===== config.mk =====
export PLATFORM = sky130hd
export DESIGN_NAME = btn_conditioner
export DESIGN_NICKNAME = d
export VERILOG_FILES = /design/src/rtl/btn_conditioner.sv
export SDC_FILE = /design/constraint.sdc
export NUM_CORES = 1
export LEC_CHECK = 0
export CAP_MARGIN = 5
export CELL_PAD_IN_SITES_DETAIL_PLACEMENT = 0
export CELL_PAD_IN_SITES_GLOBAL_PLACEMENT = 2
export CORE_ASPECT_RATIO = 0.75
export CORE_MARGIN = 3
export CORE_UTILIZATION = 38
export CTS_CLUSTER_DIAMETER = 120
export DETAILED_ROUTE_END_ITERATION = 7
export GPL_ROUTABILITY_DRIVEN = 1
export PLACE_DENSITY_LB_ADDON = 0.1
export SLEW_MARGIN = 0
export SYNTH_ARGS = -nofsm -noshare
export SYNTH_HDL_FRONTEND = slang
export SYNTH_SLANG_ARGS = --single-unit

===== constraint.sdc =====
create_clock -name clk -period 2.9 [get_ports clk]
set_clock_uncertainty 0.2 [all_clocks]
set_input_delay 0.58 -clock clk [delete_from_list [all_inputs] [get_ports clk]]
set_output_delay 0.58 -clock clk [all_outputs]
set_load 0.01 [all_outputs]

===== src/rtl/btn_conditioner.sv =====
// Push-button front end: per-bit 2-FF synchroniser, debouncer and press detector.
// Define BTN_DIR_ONEHOT_EN to arbitrate the four direction bits down to one owner.
module btn_conditioner #(
    parameter int DEBOUNCE_CYCLES = 1_000_000,
    parameter int CNT_W           = 20
) (
    input  logic       clk,
    input  logic       rst,
    input  logic [4:0] btn_raw,
    output logic [4:0] btn_level,
    output logic [4:0] btn_press,
    output logic       any_dir
);

    localparam logic [CNT_W-1:0] CNT_LAST = CNT_W'(DEBOUNCE_CYCLES - 1);

    logic [4:0]       s1;
    logic [4:0]       s2;
    logic [4:0]       d;
    logic [4:0]       d_next;
    logic [CNT_W-1:0] cnt      [5];
    logic [CNT_W-1:0] cnt_next [5];
    logic [4:0]       level_next;
    logic [4:0]       press_next;

    always_ff @(posedge clk) begin
        if (!rst) begin
            s1 <= '0;
            s2 <= '0;
        end else begin
            s1 <= btn_raw;
            s2 <= s1;
        end
    end

    // Any cycle where s2 agrees with d restarts the count, so short glitches never land.
    always_comb begin
        // NOTE: every always_comb output gets a default first so no path leaves it unassigned (no latch).
        d_next = d;
        for (int i = 0; i < 5; i++) begin
            cnt_next[i] = '0;
            if (s2[i] != d[i]) begin
                if (cnt[i] == CNT_LAST) begin
                    d_next[i] = s2[i];
                end else begin
                    cnt_next[i] = cnt[i] + CNT_W'(1);
                end
            end
        end
    end

    always_ff @(posedge clk) begin
        if (!rst) begin
            d <= '0;
            // NOTE: the counter array is only five entries of flops, not a RAM, so it is reset like any register.
            for (int i = 0; i < 5; i++) begin
                cnt[i] <= '0;
            end
        end else begin
            // NOTE: sequential state uses non-blocking assignments so all flops update from pre-edge values.
            d <= d_next;
            for (int i = 0; i < 5; i++) begin
                cnt[i] <= cnt_next[i];
            end
        end
    end

`ifdef BTN_DIR_ONEHOT_EN
    logic [4:1] own;
    logic [4:1] own_next;

    // Current owner keeps the bus while held; otherwise lowest index (up first) wins.
    always_comb begin
        own_next = '0;
        if ((own & d_next[4:1]) != '0) begin
            own_next = own;
        end else begin
            for (int k = 4; k >= 1; k--) begin
                if (d_next[k]) begin
                    own_next    = '0;
                    own_next[k] = 1'b1;
                end
            end
        end
    end

    always_ff @(posedge clk) begin
        if (!rst) begin
            own <= '0;
        end else begin
            own <= own_next;
        end
    end

    always_comb begin
        level_next = {own_next, d_next[0]};
        press_next = {(own_next != own) ? own_next : 4'b0000, d_next[0] & ~d[0]};
    end
`else
    always_comb begin
        level_next = d_next;
        press_next = d_next & ~d;
    end
`endif

    always_ff @(posedge clk) begin
        if (!rst) begin
            btn_level <= '0;
            btn_press <= '0;
        end else begin
            btn_level <= level_next;
            btn_press <= press_next;
        end
    end

    assign any_dir = |btn_level[4:1];

endmodule


* Word-level counts from Yosys, hierarchy flattened *
Memories as Yosys holds them, arrays and structs flattened.
Index checks and enable logic that the tools add are counted.

storage, ports and cells
  RAM bits = 100
  memories = 1
  output and inout bits = 11
  register bits = 20
  input port bits = 7
  word-level logic and storage cells = 55

cells by class
  eq/ne operators = 10
  reduce and logical (&&, ||, !) cells = 1
  $add $sub $neg = 5
  bitwise gates (word level) = 7
  multiplexer cells = 27

memories
  memory  depth  width  rd ports  clocked after memory_dff  write ports  line  source
  cnt     5      20     5         0                         5            21    logic [CNT_W-1:0] cnt [5];

operators by type and width
  kind                     count
  $mux W20                 15
  $add A20 B1 Y20 const B  5
  $eq A20 B20 Y1 const B   5
  $mux W1                  12
  $and A5 B5 Y5            1
  $ne A1 B1 Y1             5
  $not A5 Y5               1
  $or A1 B1 Y1             5
  $reduce_or A4 Y1         1

* Depth between registers and ports, before layout *
  depth in word-level cells = 4
  gate-level depth with buffers = 6
  gate-level depth less buffers = 5

* Worst setup path after synthesis *
Ideal clock, no wire load.

  kind = reg-to-reg
  from = memory cnt[0][0]
  to = memory cnt[0][18]
  path slack = 0.878 ns
  library setup time = 0.073 ns
  stages on the path, launching flop included = 6
  data required time = 2.627 ns
  arrival = 1.749 ns
  path buffers = 0
  cells stage by stage = dfxtp_1 ha_1 nand2_1 or4_4 or4_1 a21oi_1

RTL lines
  what                line
  start: declaration  21

* Worst setup path in the final report *
  from = register btn_level[3]
  to = output port any_dir

on the way
  longest elaborated chain between the ends = 1

ends and longest elaborated chain
  what                      line  source
  start: declaration        10    output logic [4:0] btn_level,
  start signal: assignment  111   btn_level <= level_next;
  $reduce_or A4 Y1          116   assign any_dir = |btn_level[4:1];
  end: declaration          12    output logic any_dir

No other way between the ends.

==> impl_metrics.toml <==
[final_layout]
nets = 635
antenna_cells = 0
syn_to_final_growth_pct = 18.1
fillers = 1270
final_area_sq_um = 6220
drive_gt1_share_pct = 8.18

[global_route]
grt-ovfl-total = 0
grt_max_degree = 21
grt_usage_pct = 15.4
antenna_found_initial = 0
grt_pass1_wl_mm = 18.7
grt_pass1_vias = 3844

[placement]
io_buffers = 17
routabilityCongestion = 0.752
placed_area_sq_um = 5640
hpwl_mm = 7.64

[timing]
hold_viol = 0
fin_crit_sh_pct = 90.0
setup_violations = 0
fin_setup_tns_ps = 0
fmax_mhz = 383
rsz0062_at_grt = "no"
max_slew.worst_pin.slew_ps = 692
slew_viol_final = 0
period_minus_slack_ps = 2610
slew_headroom_pct = 53.5

[critical_path]
crit_chain = "or4_1 > clkdlybuf4s50_1"
crit_path_end_kind = "primary output"
cp_data_arrival_time_ps = 1830
path_max_fanout = 5
required_ps = 2120
startpoint_type = "flip-flop"
critPathMaxStageDelay_ps = 560
crit_slowest_cell = "or4_1"
path_class = "flip-flop to primary output"

[routing]
avgRoutedWirePerCell_um = 13.6
dr_total_vias = 4182
wl_mm = 11.0
ant_nets = 0
routed_via_density = 5.18
first_pass_iters = 5
drc = 0
drt-initial-drc-count = 218

[die]
core-area_sq_um = 13300
die_area_sq_um = 15300
pin_count = 18
die_x_um = 142
fp-row-count = 36
die_y_um = 108
start_util_pct = 39.6

[min_path]
hold_path_class = "flip-flop to flip-flop"

[clock_network]
cts_hold_buffers = 0
clkLatencyLatePin_ps = 410
cts.sinks = 120
ctsResizeCount = 0
cts_inserted_buffers = 17
cts.path.max_buffers = 2
htree_levels = 4
cts_tree = "yes"
clk_pin_slew_ps = 50
cts_setup_buffers = 0
cts-root-buf = "clkbuf_16"

[flow_run]
drv_cap = 0

[power]
ir_drop_mv = 0.370
leakagePower_nw = 1.85
totalPowerFinal_mw = 3.73
p_per_area_nw_per_um2 = 599

[synthesis]
yosys.area_share.simple_pct = 30.9
synth_compound_area_share_pct = 8.13
synthAdderAreaFrac_pct = 1.19
synth-edff-count = 0
syn-cell-area_sq_um = 5270
synthMuxAreaShare_pct = 0.380
synth_top_family_by_area = "simple AND/OR/NAND/NOR gates"
yosys_warnings = 0
yosys_register_bits = 120
seq_area_frac_synth_pct = 45.6
synth-xor-area-share_pct = 11.3
syn_nets = 606
synthCells = 594
syn_avg_cell_area_sq_um = 8.87
synthDistinctLibCells = 42
yosys_most_used_dff = "dfxtp_1"
synthArstFlopShare_pct = 0

[run_status]
run_status = "finished, final reports clean"
-- cell usage after synthesis (2+ instances only) --
cell	count	area, sq um
and3_1	11	68.8
nor2_1	85	319
or2_0	2	12.5
mux2i_1	2	20.0
and2_1	15	93.8
o41ai_1	2	17.5
ha_1	5	62.6
or3_1	14	87.6
xor2_1	19	166
or2_2	2	12.5
o21ai_0	11	55.1
o311ai_0	2	17.5
dfxtp_1	120	2400
xnor2_1	49	429
clkbuf_1	9	33.8
a31o_2	2	17.5
nor3_1	20	100
nor4_1	16	100
o31ai_1	14	105
nand3_1	41	205
nor4b_1	8	70.1
nand4b_1	2	17.5
o31ai_4	2	42.5
and4_1	5	43.8
a21o_1	3	22.5
a21oi_1	29	145
nand2_1	33	124
or4_1	14	105
nand4_1	22	138
inv_1	21	78.8
or4b_4	2	27.5
buf_4	2	15.0
-- routing by layer --
metal	vias to the layer above	global-route usage [%]	share of wire (%)
li1	2185	-	-
met2	50	20.6	41
met1	1938	22.7	55
met3	9	4.82	3.5
met5	-	0	0
met4	0	6.44	1.2
-- cells by family (layout without fill, tap and decap cells) --
kind of cell               after synthesis  after routing
and+or+nand+nor                        300            300
muxes                                    2              2
xor gates and xnor gates                68             68
DFF                                    120            120
AOI/OAI and AO/OA                       66             66
buffers and inverters                   33             75
adders and majority gates                5              5
-- sequential cells by signal (all words and copies together) (netlist names) --
signal / flops
s1: 5
s2: 5
btn_level: 5
cnt: 100
btn_press: 5
-- critical path: cells and delay by family (launching register included) --
| family | cells | cell delay, ps |
|---|---|---|
| AND/OR/NAND/NOR | 1 | 560 |
| flip-flops | 1 | 350 |
| buffers and inverters | 1 | 500 |
-- report_power, final --
group | switching (mW) | leakage, nW | internal, mW
sequential | 0.00511 | 0.969 | 1.66
combinational | 0.0228 | 0.593 | 0.0182
clock | 0.718 | 0.292 | 1.30
-- final timing paths --
kind / startpoint / end / slack, ps / depth (start not counted)
worst max-delay path: btn_level[3] / any_dir / 290 / 2
worst min-delay path: s1[1] / s2[1] / 230 / 1
worst min register to register: s1[1] / s2[1] / 230 / 1
worst max register to register: cnt[0][0] / cnt[0][18] / 700 / 5
-- layout by cell type, fill, tap and decap left out, types with 8 or more instances in the layout --
cell and count:
xnor2_1 49, clkbuf_16 17, and3_1 11, nor3_1 20, nor4_1 16, nand4_1 22
nand2_1 33, or3_1 14, inv_1 21, and2_1 15, clkdlybuf4s50_1 17, o31ai_1 13
nor2_1 85, a21oi_1 29, dfxtp_1 120, xor2_1 19, o21ai_0 11, nand3_1 41
or4_1 14, nor4b_1 8
-- through the flow --
step / utilization, % / worst slack (ps) / instances / hold slack, ps
floorplan: - / 878 / 594 / 212
global placement: 42.4 / 577 / 775 / 220
detailed placement: 42.4 / 541 / 775 / 222
CTS: 46.8 / 261 / 807 / 239
global route: 46.8 / 227 / 807 / 242
finish: 46.8 / 291 / 807 / 234
-- final cells by class --
type / instances / area, sq um / share of cell area (%)
flip-flops and latches: 120 / 2400 / 38.6
inverters: 21 / 78.8 / 1.27
well taps: 171 / 214 / 3.44
clock buffers: 24 / 512 / 8.23
clock inverters: 8 / 67.6 / 1.09
multi-input cells: 441 / 2740 / 44.0
repair buffers: 22 / 208 / 3.34
No activity file was read; power rests on OpenSTA's default activity.
==> edit 1, RTL diff (same flow settings) <==
`CNT_W`: 20 -> 10.
--- a/src/rtl/btn_conditioner.sv
+++ b/src/rtl/btn_conditioner.sv
@@ -4,3 +4,3 @@
     parameter int DEBOUNCE_CYCLES = 1_000_000,
-    parameter int CNT_W           = 20
+    parameter int CNT_W           = 10
 ) (
Behaviour: no difference found for any inputs over 10 cycles, from zero or initial values and one cycle with rst low; that may be too few to reach the edited logic, so the function may still have changed.
==> edit 1 against the unedited design <==
  * Synthesized area is 46% lower
  * Wire length is 52% lower
  * Setup slack improved by 41 ps
  * Power shrank 51%
  * Highest routed layer unchanged
  * Sequential cell count decreased by 50
  * Sequential power shrank 41%
  * Cell area is 46% lower
  * Final cell count fell by 48%
==> edit 1: results (changes against the unedited design) <==
synthesized_instance_count: 288  # was 594
htreeDepth: 3  # was 4
detailroute.wirelength.met3_um: 251  # was 382 um
dieArea_sq_um: 8580  # was 15,300 sq um
synthesis.nets: 300  # was 606
routed_via_density: 5.09  # was 5.18
grt_usage_pct: 13.6  # was 15.4%
finalNonFillerCells: 416  # was 807
inv_count: 2  # was 21
wp_data_arrival_ps: 1790  # was 1830 ps
hold_slack_ps: 236  # was 234 ps
gp_congestion: 0.722  # was 0.752
cts.clk_slew.worst_paths_ps: 70  # was 50 ps
gr_met1_demand_resource_pct: 19.0  # was 22.7%
ff2ff_path_depth: 3  # was 5
m1WireLength_mm: 2.93  # was 6.01 mm
clk-insertion-delay-late_ps: 340  # was 410 ps
grt_use_met2_pct: 19.0  # was 20.6%
dpl_cell_area_sq_um: 3140  # was 5640 sq um
nClkBuffers: 13  # was 24
holdPathEnd: "s2[2]"  # was s2[1]
grt_max_degree: 15  # was 21
multi_input_comb_cells: 209  # was 441
number_of_buffers_created_by_cts: 9  # was 17
max_slew.worst_pin.slew_ps: 808  # was 692 ps
place_hpwl_mm: 3.58  # was 7.64 mm
dr_wl_met2_mm: 2.03  # was 4.46 mm
syn_to_final_growth_pct: 17.9  # was 18.1%
total_leakage_power_uw: 0.00103  # was 0.00185 uW
place.detailed.instances: 400  # was 775
yosys.cell_types.count: 28  # was 42
synth.yosys.seq_area_share_pct: 49.2  # was 45.6%
holdCritStartpoint: "s1[2]"  # was s1[1]
grt_first_pass_wirelength_mm: 9.16  # was 18.7 mm
final_routed_wirelength_mm: 5.26  # was 11.0 mm
worst_r2r_endpoint: "btn_press[0]"  # was cnt[0][18]
root_buffer: "clkbuf_8"  # was clkbuf_16
final-nonclk-buf-share_pct: 5.96  # was 3.34%
layout.clock.cell_area_share_pct: 6.52  # was 9.32%
synth.area.top_cells: "dfxtp_1 49%, a211oi_1 6.3%, xor2_1 4.3%"  # was dfxtp_1 46%, xnor2_1 8.1%, nor2_1 6.1%
reg2reg_from: "cnt[0][7]"  # was cnt[0][0]
final_nets: 325  # was 635
synth.cells.most_frequent: "70 x dfxtp_1, 30 x nand2_1, 24 x a211oi_1"  # was 120 x dfxtp_1, 85 x nor2_1, 49 x xnor2_1
outcome: "finished, final reports clean"  # unchanged
maxClockFrequency_mhz: 389  # was 383 MHz
grt_util_met3_pct: 5.08  # was 4.82%
## edit 1: changes by cell type after synthesis, sizes merged, moves of 19 or more
cell and change:
a21oi -28, dfxtp -50, xnor2 -43, inv -19
a211oi +24, nor2 -84, nand3 -27
## edit 1: cells by family (layout without fill, tap and decap cells)
| kind of cell | Yosys count | after routing | share of synthesized area (%) |
|---|---|---|---|
| AND/OR/NAND/NOR | 129 | 129 | 27.7 |
| adder cells (fa/ha/maj) | 5 | 5 | 2.20 |
| AO/OA/AOI/OAI | 50 | 50 | 11.6 |
| XOR/XNOR | 20 | 20 | 6.15 |
| buffers and inverters | 9 | 39 | 1.36 |
| multiplexers | 5 | 5 | 1.76 |
| flip-flops | 70 | 70 | 49.2 |
## edit 1: power by group
part,switching (uW),internal (uW)
registers,4.33,969
logic,14.3,14.4
clock network,349,489
total,367,1470
## edit 1: worst reg2reg max path, stage by stage (launching register included)
cell	delay [ps]
dfxtp_1	350
or4b_1	540
nor3_2	630
nor3b_1	250
==> edit 2, RTL diff (config.mk and constraints unchanged) <==
Without the edit above. Register the input `btn_raw` before use. The logic sees it one clock later.
--- a/src/rtl/btn_conditioner.sv
+++ b/src/rtl/btn_conditioner.sv
@@ -16,2 +16,8 @@
 
+    logic [4:0] btn_raw_q;
+
+    always_ff @(posedge clk) begin
+        btn_raw_q <= btn_raw;
+    end
+
     logic [4:0]       s1;
@@ -30,3 +36,3 @@
         end else begin
-            s1 <= btn_raw;
+            s1 <= btn_raw_q;
             s2 <= s1;
Check against the original RTL: same outputs for any inputs over 10 cycles, from zero or initial values and one cycle with rst low; that may be too few to reach the edited logic, so the function may still have changed.
==> edit 2 against the unedited design <==
  * Setup slack improved by 15 ps
  * Register-to-register slack got worse by 60 ps
  * Sequential cell count increased by 5
  * First-iteration DRC count decreased by 8.7%
  * Core utilization about the same
  * Fmax increased by 0.56%
  * Synthesized area increased by 0.90%
  * Count of clock-buffer cells in the layout increased by 1
  * Cell area increased by 0.26%
  * Global-route usage decreased by 0.15 points
  * Final cell count increased by 1.4%
  * Power increased by 3.5%
  * Wire length decreased by 0.17%
  * Largest power group unchanged
  * Highest routed layer unchanged
==> edit 2: results (changes against the unedited design) <==
outcome: "finished, final reports clean"  # unchanged
via_count_of_the_first_global_routing_pass: 3943  # was 3,844
dr.first_iter.drc_count: 199  # was 218
synth.cells.most_frequent: "125 x dfxtp_1, 82 x nor2_1, 45 x xnor2_1"  # was 120 x dfxtp_1, 85 x nor2_1, 49 x xnor2_1
m1WireLength_mm: 5.88  # was 6.01 mm
synthesis.nets: 626  # was 606
dr_wl_met2_mm: 4.73  # was 4.46 mm
p_clk_uw: 2080  # was 2020 uW
fillCellCount: 1306  # was 1,270
dpl_cell_area_sq_um: 5650  # was 5640 sq um
post_synth_xor_area_fraction_pct: 10.5  # was 11.3%
place_hpwl_mm: 7.63  # was 7.64 mm
multi_input_area_sq_um: 2630  # was 2740 sq um
synth.area.top_cells: "dfxtp_1 47%, xnor2_1 7.4%, nor2_1 5.8%"  # was dfxtp_1 46%, xnor2_1 8.1%, nor2_1 6.1%
drt_pre_antenna_iters: 4  # was 5
design_power_total_uw: 3860  # was 3730 uW
internal_dissipation_uw: 3120  # was 2980 uW
ff2ff_path_depth: 4  # was 5
yosys.cell_types.count: 34  # was 42
detailroute.wirelength.met3_um: 315  # was 382 um
synth_mux_area_share_pct: 0  # was 0.380%
routed_length_per_instance_um: 13.4  # was 13.6 um
via_count: 4191  # was 4,182
final_layout_size_suffix_gt1_share_pct: 6.80  # was 8.18%
grt_util_met3_pct: 6.15  # was 4.82%
max_slew.worst_pin.slew_ps: 586  # was 692 ps
total_leakage_power_uw: 0.00184  # was 0.00185 uW
synth-compound-area-share_pct: 8.08  # was 8.13%
grt_use_met2_pct: 21.8  # was 20.6%
grt_first_pass_wirelength_mm: 18.7  # about the same
final_nets: 647  # was 635
synth.yosys.seq_area_share_pct: 47.1  # was 45.6%
gr_met1_demand_resource_pct: 21.1  # was 22.7%
grt_usage_pct: 15.2  # was 15.4%
combinationalPower_uw: 39.7  # was 40.9 uW
synthAdderAreaFrac_pct: 1.18  # was 1.19%
[edit 2: cell types whose count changed after synthesis, moves of 4 or more]
cell	before	now
o31ai_1	14	7
xnor2_1	49	45
dfxtp_1	120	125
nand2_1	33	43
o21ai_0	11	27
nand3_1	41	37
and3_1	11	4
nor3_1	20	16
or3_1	14	26
a21oi_1	29	36
clkbuf_1	9	17
[edit 2: final cells by class]
cell class	instances	share of cell area (%)
timing repair buffer	23	3.45
tap	171	3.43
clock buffer	25	8.11
inverter	23	1.38
sequential	125	40.1
multi-input combinational	445	42.2
clock inverter	6	1.32
[edit 2: worst paths after layout]
path                endpoint    startpoint  slack [ps]
setup / recovery     any_dir  btn_level[3]         310
hold / removal         s2[1]         s1[1]         230
setup reg to reg  cnt[0][19]     cnt[0][2]         640
hold reg to reg        s2[1]         s1[1]         230
[edit 2: critical path, delay by kind of cell, from the launching register on]
family        cells  cell delay, ps
simple gates      1             560
buf+inv           1             500
flops             1             350
